File: src/rtl/playback_seq_ctrl.sv
// Pattern playback / write-address controller for one channel: reads a RAM window at a
// programmable rate with loop count and circular wrap, or generates auto-incrementing write addresses.
module playback_seq_ctrl #(
  parameter int unsigned N_ADDR_BITS = 20,
  parameter int unsigned MEM_DEPTH   = 1048576,
  parameter int unsigned DATA_WIDTH  = 8,
  parameter int unsigned N_LOOP_BITS = 16,
  parameter int unsigned DIV_BITS    = 16,
  parameter logic [DATA_WIDTH-1:0] IDLE_LEVEL = '0
) (
  input  logic                   s_axi_clk,
  input  logic                   s_axi_reset,
  input  logic                   cfg_wr,
  input  logic [N_ADDR_BITS-1:0] cfg_start_addr,
  input  logic [N_ADDR_BITS-1:0] cfg_stop_addr,
  input  logic [N_LOOP_BITS-1:0] cfg_loop_count,
  input  logic [DIV_BITS-1:0]    cfg_div,
  input  logic                   start,
  input  logic                   abort,
  input  logic                   mode,
  input  logic                   wr_strobe,
  output logic [N_ADDR_BITS-1:0] ram_addr,
  output logic                   ram_en,
  output logic                   wen,
  input  logic [DATA_WIDTH-1:0]  ram_dout,
  output logic [DATA_WIDTH-1:0]  ch_out,
  output logic                   busy,
  output logic                   playback_done,
  output logic [N_LOOP_BITS-1:0] loops_left
);

  localparam logic [N_ADDR_BITS-1:0] LAST_ADDR = N_ADDR_BITS'(MEM_DEPTH - 1);
  localparam logic [DIV_BITS-1:0]    MIN_DIV   = DIV_BITS'(2);

  typedef enum logic [2:0] {
    S_IDLE,
    S_WRITE,
    S_PRIME,
    S_PLAY,
    S_DONE
  } state_t;

  state_t                 state;
  logic [N_ADDR_BITS-1:0] cfg_start_q;
  logic [N_ADDR_BITS-1:0] cfg_stop_q;
  logic [N_LOOP_BITS-1:0] cfg_loop_q;
  logic [DIV_BITS-1:0]    cfg_div_q;
  logic                   start_q;
  logic [DIV_BITS-1:0]    div_cnt;
  logic                   last_word;

  logic                   start_edge;
  logic                   tick;
  logic                   cfg_open;
  logic [DIV_BITS-1:0]    period_m1;

  function automatic logic [N_ADDR_BITS-1:0] addr_inc(input logic [N_ADDR_BITS-1:0] a);
    return (a == LAST_ADDR) ? '0 : a + N_ADDR_BITS'(1);
  endfunction

  assign start_edge = start & ~start_q;
  assign tick       = (div_cnt == '0);
  assign cfg_open   = (state == S_IDLE) || (state == S_DONE);
  assign period_m1  = (cfg_div_q < MIN_DIV) ? MIN_DIV : cfg_div_q;
  assign wen        = (state == S_WRITE) & wr_strobe;

  // Configuration registers; writes are only accepted between runs
  always_ff @(posedge s_axi_clk or posedge s_axi_reset) begin
    if (s_axi_reset) begin
      cfg_start_q <= '0;
      cfg_stop_q  <= LAST_ADDR;
      cfg_loop_q  <= N_LOOP_BITS'(1);
      cfg_div_q   <= MIN_DIV;
    end else if (cfg_wr && cfg_open) begin
      cfg_start_q <= cfg_start_addr;
      cfg_stop_q  <= cfg_stop_addr;
      cfg_loop_q  <= cfg_loop_count;
      cfg_div_q   <= cfg_div;
    end
  end

  always_ff @(posedge s_axi_clk or posedge s_axi_reset) begin
    if (s_axi_reset) start_q <= 1'b0;
    else             start_q <= start;
  end

  // Sequencer FSM with registered outputs
  always_ff @(posedge s_axi_clk or posedge s_axi_reset) begin
    if (s_axi_reset) begin
      state         <= S_IDLE;
      ram_addr      <= '0;
      ram_en        <= 1'b0;
      ch_out        <= IDLE_LEVEL;
      busy          <= 1'b0;
      playback_done <= 1'b0;
      loops_left    <= '0;
      div_cnt       <= '0;
      last_word     <= 1'b0;
    end else begin
      ram_en <= 1'b0;
      if (abort) begin
        state         <= S_IDLE;
        ram_addr      <= '0;
        ch_out        <= IDLE_LEVEL;
        busy          <= 1'b0;
        playback_done <= 1'b0;
        last_word     <= 1'b0;
      end else begin
        case (state)
          S_IDLE, S_DONE: begin
            if (start_edge) begin
              state         <= S_PRIME;
              ram_addr      <= cfg_start_q;
              ram_en        <= 1'b1;
              loops_left    <= cfg_loop_q;
              busy          <= 1'b1;
              playback_done <= 1'b0;
            end else if (mode) begin
              state         <= S_WRITE;
              ram_addr      <= cfg_start_q;
              playback_done <= 1'b0;
            end
          end
          S_WRITE: begin
            if (wr_strobe) ram_addr <= addr_inc(ram_addr);
            if (!mode)     state    <= S_IDLE;
          end
          S_PRIME: begin
            state     <= S_PLAY;
            div_cnt   <= '0;
            last_word <= 1'b0;
          end
          S_PLAY: begin
            if (tick) begin
              div_cnt <= period_m1;
              if (last_word) begin
                // One period after the final word has been presented
                state         <= S_DONE;
                ch_out        <= IDLE_LEVEL;
                busy          <= 1'b0;
                playback_done <= 1'b1;
                last_word     <= 1'b0;
              end else begin
                ch_out <= ram_dout;
                if (ram_addr != cfg_stop_q) begin
                  ram_addr <= addr_inc(ram_addr);
                  ram_en   <= 1'b1;
                end else if (loops_left == N_LOOP_BITS'(1)) begin
                  last_word <= 1'b1;
                end else begin
                  ram_addr <= cfg_start_q;
                  ram_en   <= 1'b1;
                  if (loops_left != '0) loops_left <= loops_left - N_LOOP_BITS'(1);
                end
              end
            end else begin
              div_cnt <= div_cnt - DIV_BITS'(1);
            end
          end
          default: state <= S_IDLE;
        endcase
      end
    end
  end

endmodule
File: config.mk
export PLATFORM = sky130hd
export DESIGN_NAME = playback_seq_ctrl
export DESIGN_NICKNAME = d
export VERILOG_FILES = /design/src/rtl/playback_seq_ctrl.sv
export SDC_FILE = /design/constraint.sdc
export NUM_CORES = 1
export LEC_CHECK = 0
export ABC_AREA = 0
export BUFFER_PORTS_ARGS = -buffer_cell sky130_fd_sc_hd__buf_4
export CAP_MARGIN = 40
export CORE_ASPECT_RATIO = 0.9
export CORE_MARGIN = 2
export CORE_UTILIZATION = 51
export DETAILED_ROUTE_END_ITERATION = 10
export PLACE_DENSITY = 0.74
export SLEW_MARGIN = 30
export SYNTH_ARGS = -nofsm -noshare
export SYNTH_HDL_FRONTEND = slang
export SYNTH_SLANG_ARGS = --single-unit
File: constraint.sdc
create_clock -name s_axi_clk -period 4.9 [get_ports s_axi_clk]
set_input_delay 0.98 -clock s_axi_clk [delete_from_list [all_inputs] [get_ports s_axi_clk]]
set_output_delay 0.98 -clock s_axi_clk [all_outputs]
set_load 0.02 [all_outputs]
==> results.toml <==
[floorplanning]
initial_core_util = 0.5195
ios = 135
fp.dieW_um = 129.7
placementRows = 41
core_area_mm2 = 0.01395
die_h_um = 117.1
die_area_mm2 = 0.01518

[grt]
antenna_found_initial = 0
grt-ovfl-total = 0
grt_max_degree = 74
grt_pass1_wl_um = 30590
grt_use_total = 0.2604
first_global_vias = 5945

[finish]
syn_to_final_growth_pct = 24.29
num_antenna_cells = 0
num-nets-final = 929
fin_util = 0.6456
num-fill-cells = 1142
final_layout_size_suffix_gt1_frac = 0.3357

[logic_synthesis]
synth_common_cells = "118 x dfrtp_1, 72 x mux2_2, 64 x o21ai_1"
synth_area_mm2 = 0.007248
synth_top_area_cell = "dfrtp_1"
ys.flop_type = "dfrtp_1"
ys_seq_elements = 140
yosysTopAreaCellShare = 0.4074
synth-simple-area-share = 0.1721
ys_types = 64
synth_xor_area_frac = 0.02779
synth_area_leaders = "dfrtp_1 41%, mux2_2 11%, dfstp_2 8.0%"
synthMuxAreaShare = 0.1132
avgSynthCellArea_um2 = 10.09
async_flop_share = 1.000
synth_most_common_cell = "dfrtp_1"
syn_nets = 811
ys_seq_area_frac = 0.4871
synth_edf_count = 0
yosys_warnings = 0
synth_top_family_by_area = "simple AND/OR/NAND/NOR gates"
postSynthCellCount = 718
synth_fa_ha_area_frac = 0.01036
synth_compound_area_frac = 0.1536

[worst_setup_path]
cpLargestDelayFamily = "simple AND/OR/NAND/NOR gates"
worst-endpoint-arrival_ns = 3.64
reg2reg_depth = 7
reg2reg_to = "ram_addr[7]"
crit_path_top_delay_cell = "or3_1"
start_kind = "flip-flop"
worstPathBufferInverterCount = 0
crit_start = "state[0]"
cp_slowest_stage_delay_ns = 0.60
required_ns = 5.23
r2r_start = "state[0]"
reg2reg_slack_ns = 1.59
crit_chain = "and3b_1, nand2_1, a21oi_1, or2_1, or3_1, o21ai_1, o311ai_2"
critPathKind = "reg -> reg"
critPathCaptureType = "flip-flop"
critPathMaxFanout = 20

[clocking]
cts_buffer_depth = 2
cts.clk_slew.worst_paths_ns = 0.06
post_cts_buffers = 0
ctsResizeCount = 0
cts.htree.levels = 4
holdBufCountCts = 0
insertion_delay_ns = 0.43
cts_tree = "yes"
cts_sinks = 140
cts_root_buffer = "clkbuf_16"
numCtsBuffers = 17

[timing]
worstMarginPinSlew_ns = 0.8466
post-route-min-period_ns = 3.314
finalHoldViolations = 0
period_share = 0.6764
relSlewSlack = 0.4344
clock_skew_ns = 0.009867
fmax_mhz = 301.7
finalMaxSlewViolations = 0
grt_setup_unrepaired = "no"
finalWorstSetupSlack_ns = 1.586
setup_viol = 0
fin_setup_tns_ns = 0

[pwr]
vdd_drop_max_mv = 0.4359
power-per-cell-area_mw_per_mm2 = 707.1
p_leak_nw = 3.844

[routing]
wl_um = 19300
drt_iter0_markers = 597
vias_per_cell = 5.980
first_pass_iters = 5
vias = 6231
remaining_drc_errors = 0
ant_nets = 0
wl_per_cell_um = 18.52

[placed_design]
pre_cts_slack_ns = 1.215
place_congestion = 0.9206
port_buffers = 134
hpwl_um = 13810

[outcome]
outcome = "complete, no violations"

[run]
cap_violations = 0

[min_path]
min-delay-start = "div_cnt[11]"
min_path_cells = 2
hold_end = "div_cnt[11]"
min_path_type = "reg -> reg"
==> worst max-delay path by stage <==
stage                             end  slack [ns]  cells after the start
final                     ram_addr[7]        1.59                      7
after global routing      ram_addr[7]        1.35                      7
after floorplan                  busy        0.20                      1
after global placement    ram_addr[9]        1.38                      8
after detailed placement  ram_addr[7]        1.21                      8
after CTS                 ram_addr[7]        1.64                      7
==> routing by layer <==
| layer | global-route usage | share of wire | vias to the layer above | wire length (µm) |
|---|---|---|---|---|
| li1 | - | - | 2864 | - |
| met1 | 0.3560 | 0.43 | 3043 | 8351 |
| met2 | 0.4066 | 0.47 | 289 | 9009 |
| met3 | 0.06636 | 0.079 | 35 | 1523 |
| met4 | 0.09319 | 0.022 | 0 | 415 |
| met5 | 0 | 0 | - | 0 |
==> cells in the final DEF, fill, tap and decap left out, types with 3 or more instances in the layout <==
cell	instances
and3_1	5
dfrtp_1	118
nand2b_1	3
clkbuf_8	4
xor2_1	22
nor3b_1	13
clkinvlp_4	6
a21oi_1	55
o21ai_0	18
a22oi_1	7
or4_1	3
clkinv_2	3
o22a_1	3
buf_4	139
a32oi_1	5
nor2b_1	6
o22ai_1	5
a22o_1	3
inv_1	17
nor2_1	51
nand4_1	13
a31oi_1	4
clkbuf_16	17
mux2_2	72
ha_1	6
o21ai_1	64
nor3_1	29
nor4_1	24
nand2_1	45
o311ai_2	3
nand3_1	11
dfstp_2	22
==> final cells by class <==
class,count,area [µm²],area share
Sequential cell,140,3531,0.3919
Multi-Input combinational cell,515,3473,0.3856
Timing Repair Buffer,144,1116,0.1239
Clock buffer,22,484.2,0.05375
Tap cell,193,241.5,0.02681
Clock inverter,10,90.09,0.01000
Inverter,18,72.57,0.008056
==> worst reg2reg max path, delay by kind of cell, from the launching register on <==
kind	cells	cell delay, ns
AND/OR/NAND/NOR	4	1.86
AO/OA/AOI/OAI	3	0.80
flip-flops	1	0.56
==> flip-flops by register name (all words and copies together) (netlist names) <==
name	count
state	3
busy	1
cfg_stop_q	20
div_cnt	16
last_word	1
cfg_loop_q	16
ram_en	1
ram_addr	20
cfg_start_q	20
ch_out	8
cfg_div_q	16
playback_done	1
start_q	1
loops_left	16
==> cell families (layout without fill, tap and decap cells) <==
| family | after synthesis | count (layout) |
|---|---|---|
| buffers and inverters | 63 | 194 |
| flip-flops | 140 | 140 |
| adder cells (fa/ha/maj) | 6 | 6 |
| AO/OA/AOI/OAI | 185 | 185 |
| multiplexers | 73 | 73 |
| XOR/XNOR | 23 | 23 |
| AND/OR/NAND/NOR | 228 | 228 |
==> power breakdown <==
group / total (mW) / internal, mW / switching [mW]
clock: 1.24 / 0.748 / 0.496
combinational: 2.75 / 1.22 / 1.53
sequential: 2.37 / 1.75 / 0.624
total: 6.37 / 3.72 / 2.65
==> stage by stage <==
step	std cells	area, µm²	total power, mW	hold WS, ns
detailed placement	1010	8434	5.097	0.4957
floorplan	718	7248	4.245	0.4559
global placement	1005	8362	4.954	0.4720
CTS	1042	9009	6.356	0.5171
global route	1042	9009	6.783	0.5339
finish	1042	9009	6.370	0.5112
No activity file was read; power rests on OpenSTA's default activity.
